File: src/rtl/rf_wb_arbiter_if.sv
// Writeback arbiter bus: requester A/B handshakes, issue/operand
// scoreboard queries and the registered register-file write port.
interface rf_wb_arbiter_if #(
  parameter int XLEN = 32,
  parameter int AW   = 5
);
  logic            a_valid;
  logic            a_ready;
  logic [AW-1:0]   a_addr;
  logic [XLEN-1:0] a_data;
  logic            b_valid;
  logic            b_ready;
  logic [AW-1:0]   b_addr;
  logic [XLEN-1:0] b_data;
  logic            iss_en;
  logic [AW-1:0]   iss_addr;
  logic [AW-1:0]   rs1_addr;
  logic [AW-1:0]   rs2_addr;
  logic            rs1_busy;
  logic            rs2_busy;
  logic [AW:0]     pend_cnt;
  logic            rf_w_en;
  logic [AW-1:0]   rf_w_addr;
  logic [XLEN-1:0] rf_w_data;

  modport master (
    output a_valid, a_addr, a_data,
    output b_valid, b_addr, b_data,
    output iss_en, iss_addr,
    output rs1_addr, rs2_addr,
    input  a_ready, b_ready,
    input  rs1_busy, rs2_busy, pend_cnt,
    input  rf_w_en, rf_w_addr, rf_w_data
  );

  modport slave (
    input  a_valid, a_addr, a_data,
    input  b_valid, b_addr, b_data,
    input  iss_en, iss_addr,
    input  rs1_addr, rs2_addr,
    output a_ready, b_ready,
    output rs1_busy, rs2_busy, pend_cnt,
    output rf_w_en, rf_w_addr, rf_w_data
  );
endinterface

File: src/rtl/rf_wb_arbiter.sv
// Round-robin arbiter for the register-file write port with a pending-write
// scoreboard. Ports: clk, rst_n (async low), bus (slave side of rf_wb_arbiter_if).
module rf_wb_arbiter #(
  parameter int XLEN = 32,
  parameter int AW   = 5
) (
  input  logic          clk,
  input  logic          rst_n,
  rf_wb_arbiter_if.slave bus
);
  localparam int NR = 1 << AW;

  typedef enum logic {
    PRIO_A,
    PRIO_B
  } prio_e;

  prio_e           prio_q, prio_d;
  logic [NR-1:0]   sb_q, sb_d;
  logic [AW:0]     cnt_q, cnt_d;
  logic            w_en_q;
  logic [AW-1:0]   w_addr_q;
  logic [XLEN-1:0] w_data_q;

  logic            a_rdy, b_rdy, grant;
  logic [AW-1:0]   g_addr;
  logic [XLEN-1:0] g_data;

  always_ff @(posedge clk or negedge rst_n) begin
    if (!rst_n) begin
      prio_q   <= PRIO_A;
      sb_q     <= '0;
      cnt_q    <= '0;
      w_en_q   <= 1'b0;
      w_addr_q <= '0;
      w_data_q <= '0;
    end else begin
      prio_q <= prio_d;
      sb_q   <= sb_d;
      cnt_q  <= cnt_d;
      w_en_q <= grant && (g_addr != '0);
      if (grant) begin
        w_addr_q <= g_addr;
        w_data_q <= g_data;
      end
    end
  end

  always_comb begin
    a_rdy  = bus.a_valid & (~bus.b_valid | (prio_q == PRIO_A));
    b_rdy  = bus.b_valid & (~bus.a_valid | (prio_q == PRIO_B));
    grant  = a_rdy | b_rdy;
    prio_d = prio_q;
    g_addr = bus.a_addr;
    g_data = bus.a_data;
    unique case (1'b1)
      a_rdy: prio_d = PRIO_B;
      b_rdy: begin
        prio_d = PRIO_A;
        g_addr = bus.b_addr;
        g_data = bus.b_data;
      end
      default: prio_d = prio_q;
    endcase
  end

  // Set is applied after clear so a newer producer keeps the bit.
  always_comb begin
    sb_d = sb_q;
    if (w_en_q)
      sb_d[w_addr_q] = 1'b0;
    if (bus.iss_en && (bus.iss_addr != '0))
      sb_d[bus.iss_addr] = 1'b1;
    sb_d[0] = 1'b0;
    cnt_d = '0;
    for (int i = 0; i < NR; i++)
      cnt_d = cnt_d + (AW+1)'(sb_d[i]);
  end

  assign bus.a_ready   = a_rdy;
  assign bus.b_ready   = b_rdy;
  assign bus.rs1_busy  = sb_q[bus.rs1_addr];
  assign bus.rs2_busy  = sb_q[bus.rs2_addr];
  assign bus.pend_cnt  = cnt_q;
  assign bus.rf_w_en   = w_en_q;
  assign bus.rf_w_addr = w_addr_q;
  assign bus.rf_w_data = w_data_q;
endmodule

File: src/flat_wrapper.sv
// flat-port wrapper written by rule: the top's interface ports become plain ports
module rf_wb_arbiter_flat 
#(
  parameter int XLEN = 32,
  parameter int AW   = 5
)
  (clk, rst_n, bus_a_valid, bus_a_addr, bus_a_data, bus_b_valid, bus_b_addr, bus_b_data, bus_iss_en, bus_iss_addr, bus_rs1_addr, bus_rs2_addr, bus_a_ready, bus_b_ready, bus_rs1_busy, bus_rs2_busy, bus_pend_cnt, bus_rf_w_en, bus_rf_w_addr, bus_rf_w_data);
  rf_wb_arbiter_if #(.XLEN(XLEN), .AW(AW)) bus_i ();
  input  logic clk;
  input  logic rst_n;
  input wire logic [$bits(bus_i.a_valid)-1:0] bus_a_valid;
  input wire logic [$bits(bus_i.a_addr)-1:0] bus_a_addr;
  input wire logic [$bits(bus_i.a_data)-1:0] bus_a_data;
  input wire logic [$bits(bus_i.b_valid)-1:0] bus_b_valid;
  input wire logic [$bits(bus_i.b_addr)-1:0] bus_b_addr;
  input wire logic [$bits(bus_i.b_data)-1:0] bus_b_data;
  input wire logic [$bits(bus_i.iss_en)-1:0] bus_iss_en;
  input wire logic [$bits(bus_i.iss_addr)-1:0] bus_iss_addr;
  input wire logic [$bits(bus_i.rs1_addr)-1:0] bus_rs1_addr;
  input wire logic [$bits(bus_i.rs2_addr)-1:0] bus_rs2_addr;
  output wire logic [$bits(bus_i.a_ready)-1:0] bus_a_ready;
  output wire logic [$bits(bus_i.b_ready)-1:0] bus_b_ready;
  output wire logic [$bits(bus_i.rs1_busy)-1:0] bus_rs1_busy;
  output wire logic [$bits(bus_i.rs2_busy)-1:0] bus_rs2_busy;
  output wire logic [$bits(bus_i.pend_cnt)-1:0] bus_pend_cnt;
  output wire logic [$bits(bus_i.rf_w_en)-1:0] bus_rf_w_en;
  output wire logic [$bits(bus_i.rf_w_addr)-1:0] bus_rf_w_addr;
  output wire logic [$bits(bus_i.rf_w_data)-1:0] bus_rf_w_data;
  assign bus_i.a_valid = bus_a_valid;
  assign bus_i.a_addr = bus_a_addr;
  assign bus_i.a_data = bus_a_data;
  assign bus_i.b_valid = bus_b_valid;
  assign bus_i.b_addr = bus_b_addr;
  assign bus_i.b_data = bus_b_data;
  assign bus_i.iss_en = bus_iss_en;
  assign bus_i.iss_addr = bus_iss_addr;
  assign bus_i.rs1_addr = bus_rs1_addr;
  assign bus_i.rs2_addr = bus_rs2_addr;
  assign bus_a_ready = bus_i.a_ready;
  assign bus_b_ready = bus_i.b_ready;
  assign bus_rs1_busy = bus_i.rs1_busy;
  assign bus_rs2_busy = bus_i.rs2_busy;
  assign bus_pend_cnt = bus_i.pend_cnt;
  assign bus_rf_w_en = bus_i.rf_w_en;
  assign bus_rf_w_addr = bus_i.rf_w_addr;
  assign bus_rf_w_data = bus_i.rf_w_data;
  rf_wb_arbiter #(.XLEN(XLEN), .AW(AW)) u_core (.clk(clk), .rst_n(rst_n), .bus(bus_i));
endmodule
File: config.mk
export PLATFORM = sky130hd
export DESIGN_NAME = rf_wb_arbiter_flat
export DESIGN_NICKNAME = d
export VERILOG_FILES = /design/src/rtl/rf_wb_arbiter_if.sv /design/src/rtl/rf_wb_arbiter.sv /design/src/flat_wrapper.sv
export SDC_FILE = /design/constraint.sdc
export NUM_CORES = 1
export LEC_CHECK = 0
export BUFFER_PORTS_ARGS = -buffer_cell sky130_fd_sc_hd__clkbuf_2
export CAP_MARGIN = 20
export CELL_PAD_IN_SITES_DETAIL_PLACEMENT = 1
export CELL_PAD_IN_SITES_GLOBAL_PLACEMENT = 1
export CORE_UTILIZATION = 35
export CTS_CLUSTER_SIZE = 40
export DETAILED_ROUTE_END_ITERATION = 6
export GPL_ROUTABILITY_DRIVEN = 0
export PLACE_DENSITY = 0.73
export SLEW_MARGIN = 20
export SYNTH_ARGS = -nofsm -noshare
export SYNTH_HDL_FRONTEND = slang
export SYNTH_SLANG_ARGS = --single-unit
File: constraint.sdc
create_clock -name clk -period 5.3 [get_ports clk]
set_clock_uncertainty 0.05 [all_clocks]
set_input_delay 0 -clock clk [delete_from_list [all_inputs] [get_ports clk]]
set_output_delay 0 -clock clk [all_outputs]
set_load 0.03 [all_outputs]
* Yosys cells after proc, flatten, opt, wreduce, memory -nomap -nowiden *
Index checks and enable logic that the tools add are counted.

cells by class
  add/subtract/negate cells = 30
  order comparisons = 6
  muxes and demuxes = 13
  reductions and logical operators = 7
  bitwise logic cells = 11

operators with widths
  kind                                                                                  count
  6-bit by 1-bit adder with 6-bit output                                                29
  32-bit two-way mux                                                                    3
  32-bit bitwise AND                                                                    1
  32-bit inverter                                                                       1
  32-bit OR                                                                             1
  5-bit by 6-bit less-than comparator with 1-bit output (second input constant)         4
  1-bit binary-select mux with 5-bit select                                             2
  1-bit demux with 5-bit select                                                         2
  5-bit by 1-bit greater-or-equal comparator with 1-bit output (second input constant)  2
  5-bit nonzero test                                                                    2
  5-bit two-way mux                                                                     1
  1-bit logical AND                                                                     4
  1-bit two-way mux                                                                     4
  1-bit inverter                                                                        3
  1-bit OR                                                                              3
  1-bit by 1-bit adder with 2-bit output                                                1
  1-bit bitwise AND                                                                     2
  1-bit one-hot mux with 2 select lines                                                 1
  2-bit nonzero test                                                                    1

word-level totals
  register bits = 76
  logic and storage cells = 73
  input port bits = 94
  output and inout port bits = 48

* Depth between registers and ports, before layout *
  depth after elaboration = 39
  depth in mapped cells = 23
  depth with buffers taken out = 22

* Worst setup path before layout *
No wires, ideal clock.

  path type = register -> register
  start = register u_core.w_addr_q[3] (netlist: u_core.bus.rf_w_addr[3])
  end = register u_core.cnt_q[5] (netlist: u_core.bus.pend_cnt[5])
  setup slack = -582 ps
  data required time = 5131 ps
  buffers on the path = 1
  clock period less this slack = 5882 ps
  arrival = 5714 ps
  setup time = 119 ps
  cell stages (with the launch flop) = 21
  cells stage by stage = dfrtp_1 -> clkbuf_1 -> or3_1 -> o21ai_0 -> o21ai_0 -> ha_1 -> fa_1 -> fa_1 -> inv_1 -> fa_1 -> inv_1 -> fa_1 -> fa_1 -> inv_1 -> fa_1 -> inv_1 -> ha_1 -> a21o_1 -> a21oi_1 -> nor2b_1 -> o21a_1

between the ends
  cells in the longest elaborated chain, start to end = 39
  elaborated cells on any way between the ends = 40
  classes of those cells = 30 x add/sub; 2 x order compare; 4 x mux; 3 x bitwise; 1 x reduce/logical

RTL lines
  item                                                                                                                                                         line                 RTL
  start, declared                                                                                                                                              rf_wb_arbiter.sv:22  logic [AW-1:0] w_addr_q;
  start signal, assigned                                                                                                                                       rf_wb_arbiter.sv:43  w_addr_q <= g_addr;
  5-bit by 6-bit less-than comparator with 1-bit output (implied by the code) or 5-bit by 1-bit greater-or-equal comparator with 1-bit output (tied branches)  rf_wb_arbiter.sv:71  sb_d[w_addr_q] = 1'b0;
  1-bit logical AND (implied by the code)                                                                                                                      rf_wb_arbiter.sv:71
  1-bit two-way mux (implied by the code)                                                                                                                      rf_wb_arbiter.sv:71
  1-bit demux with 5-bit select *                                                                                                                              -
  32-bit inverter (no source line) *                                                                                                                           -
  32-bit bitwise AND (no source line) *                                                                                                                        -
  32-bit two-way mux *                                                                                                                                         rf_wb_arbiter.sv:70  if (w_en_q)
  32-bit OR (no source line)                                                                                                                                   -
  32-bit two-way mux *                                                                                                                                         rf_wb_arbiter.sv:72  if (bus.iss_en && (bus.iss_addr != '0))
  net u_core.sb_d[1]                                                                                                                                           rf_wb_arbiter.sv:19  logic [NR-1:0] sb_q, sb_d;
  1-bit by 1-bit adder with 2-bit output *                                                                                                                     rf_wb_arbiter.sv:77  cnt_d = cnt_d + (AW+1)'(sb_d[i]);
  6-bit by 1-bit adder with 6-bit output * (29 in series)                                                                                                      rf_wb_arbiter.sv:77
  net u_core.cnt_d[5]                                                                                                                                          rf_wb_arbiter.sv:20  logic [AW:0] cnt_q, cnt_d;
  end signal, assigned                                                                                                                                         rf_wb_arbiter.sv:40  cnt_q <= cnt_d;
  end, declared                                                                                                                                                rf_wb_arbiter.sv:20

Mark *: on every way through the listed nets, which the timed path passes. The rest lies on a longest branch.
A chain may end at the register's enable or synchronous reset.

* Worst setup path in the final report *
  start = register u_core.w_addr_q[2] (netlist: u_core.bus.rf_w_addr[2])
  end = register u_core.cnt_q[4] (netlist: u_core.bus.pend_cnt[4])

Same word-level chain as after synthesis.

==> flow_summary.toml <==
[logic_synthesis]
ys_types = 30
ys_seq_area_share_pct = 38.6
synth_top_area_share_pct = 38.6
synth_edf_count = 0
synthCells = 531
ys_top_cells_by_count = "76 x dfrtp_1, 61 x o21ai_0, 55 x mux2i_1, 47 x a21oi_1, 47 x nor2_1"
yosysWarnings = 0
syn_avg_cell_area_um2 = 9.27
ys.flop_type = "dfrtp_1"
yosysMostFrequentCell = "dfrtp_1"
synth_top_area_cell = "dfrtp_1"
synth-seq-cells = 76
synthTopCellsByArea = "dfrtp_1 39%, mux2i_1 11%, fa_1 9.4%"
synth_nets = 657
synthArstFlopShare_pct = 100
synth_area_um2 = 4920

[die]
dieHeight_um = 121
core-area_um2 = 13500
die_w_um = 121
dieArea_um2 = 14500
std_cell_rows = 42
ioPinCount = 142
initial_core_util_pct = 36.6

[final_layout]
drive_above_1_share_pct = 26.7
syn2layout_area_growth_pct = 49.6
diodes = 0
stdcell_area_um2 = 7360
layout.cells.non_filler = 960
nNetsFinal = 905

[sta]
rsz0062_at_grt = "yes"
finalCriticalPeriod_ns = 5.56
setup_ws_ns = -0.261
finalHoldViolCount = 0
tightest_slew_ns = 1.04
hold_ws_ns = 0.0801
slew_headroom_pct = 30.9
post-route-period-util_pct = 105
drv_slew = 0
setup_viol = 5
fmax_ghz = 0.180

[route]
postRouteAntennaNets = 0
firstDrtPassIters = 4
avgRoutedWirePerCell_um = 21.0
vias = 5267
drc = 0
drt_iter0_drc = 206
viasPerCell = 5.49
routed_wirelength_um = 20100

[global_route]
gr-usage-met3_pct = 5.42
grt_antenna_before_repair = 0
use_met2_pct = 53.8
grt-ovfl-total = 0
grt_max_degree = 77
grt_pass1_wl_um = 32000
busiest_layer = "met2"
grt.met1_usage_pct = 30.8
track_usage_pct = 29.2
grt_pass1_vias = 6065

[placement]
place_inst = 842
portBuffers = 141
dpl.hpwl_um = 12200
postPlaceCellArea_um2 = 5930

[critical_path]
cp-end-kind = "flip-flop"
cp.arrival_ns = 5.74
timing.rr.start = "u_core.bus.rf_w_addr[2]"
critPathMaxFanout = 4
timing.rr.end = "u_core.bus.pend_cnt[4]"
critical_path_class = "flip-flop to flip-flop"
worst_setup_path_start_kind = "flip-flop"
critPathRequiredTime_ns = 5.47
rrSetupSlack_ns = -0.26
r2r_cells = 21

[cts]
cts_tree = "yes"
root_buffer = "clkbuf_16"
clock_path_buffers = 2
htree_levels = 3
insertion_delay_ns = 0.34
cts_made_buffers = 9
clk_pin_slew_ns = 0.06
cts_sinks = 76

[min_path]
hp-class = "input port to flip-flop"
min_path_cells = 3
whs_endpoint = "u_core.sb_q[6]"
min_from = "bus_iss_addr[2]"

[run_status]
violations = "setup timing"
status = "finished with violations"

[run]
drv_cap = 0
worst max-delay path by stage:
stage	cells after the start	start	end	slack, ns
6_report	21	u_core.bus.rf_w_addr[2]	u_core.bus.pend_cnt[4]	-0.26
5_1_grt	21	u_core.bus.rf_w_addr[2]	u_core.bus.pend_cnt[4]	-0.45
4_1_cts	21	u_core.bus.rf_w_addr[2]	u_core.bus.pend_cnt[4]	-0.27
3_5_place_dp	21	u_core.bus.rf_w_addr[2]	u_core.bus.pend_cnt[4]	-0.27
3_3_place_gp	21	u_core.bus.rf_w_addr[2]	u_core.bus.pend_cnt[4]	-0.17
2_1_floorplan	22	u_core.bus.rf_w_addr[2]	u_core.bus.pend_cnt[4]	-0.21
layer usage:
metal	vias up	wire length, um
li1	2328	-
met1	2645	7100
met2	230	10900
met3	64	1110
met4	0	997
met5	-	0
cell type report:
class                           instances  area [um^2]
Clock buffer                           10          239
Fill cell                            1559         6090
Sequential cell                        76         1910
Tap cell                              176          220
Timing Repair Buffer                  267         1920
Multi-Input combinational cell        383         2790
Inverter                               42          158
Clock inverter                          6          135
cell families after synthesis:
group                    count (synthesis)  share of synthesized area (%)
AND/OR/NAND/NOR                        158                           15.2
AO/OA/AOI/OAI                          129                           14.2
flip-flops                              76                           38.6
buffers and inverters                   72                           5.90
multiplexers                            61                           13.9
adder cells (fa/ha/maj)                 32                           11.6
XOR/XNOR                                 3                          0.534
timing repair:
action / CTS / global route
pin swaps: 1 / 1
hold endpoints to repair: 114 / 0
hold buffers: 98 / 0
setup buffers: 1 / 2
endpoints found under the setup margin: 5 / 5
resized for setup: 2 / 7
cells in the final DEF (no fill, tap or decap), types with 28 or more instances in the layout:
master         count
clkbuf_2         140
dlygate4sd3_1     98
dfrtp_1           73
mux2i_1           55
o21ai_0           53
nor2_1            47
nand3_1           44
a21oi_1           44
inv_1             40
nand2_1           38
buf_4             28
flip-flops by register name (all words and copies together), names as in the netlist:
name / flops
u_core.prio_q: 1
u_core.bus.rf_w_data: 32
u_core.bus.pend_cnt: 6
u_core.bus.rf_w_addr: 5
u_core.sb_q: 31
u_core.bus.rf_w_en: 1
worst max-delay path, cell delays in order (launching register included):
cell	delay, ns
dfrtp_2	0.42
or3_4	0.42
o21ai_4	0.15
o21ai_2	0.08
ha_1	0.31
fa_1	0.46
fa_1	0.53
inv_1	0.06
fa_1	0.51
inv_2	0.04
fa_2	0.52
fa_1	0.40
inv_1	0.08
fa_1	0.40
inv_1	0.07
ha_2	0.18
inv_2	0.05
fa_2	0.35
inv_1	0.07
a21o_1	0.12
a21oi_2	0.05
xnor2_1	0.12
per-stage QoR:
stage	setup TNS [ns]	worst slack [ns]	util, %
after global routing	-1.70	-0.448	54.7
after CTS	-0.801	-0.268	54.3
after floorplan	-0.401	-0.206	-
after global placement	-0.340	-0.175	44.1
final	-0.807	-0.261	54.7
after detailed placement	-0.708	-0.272	44.1
Power is not shown: default switching activity piles up to over one toggle a cycle in this logic, so the estimate is an artifact.
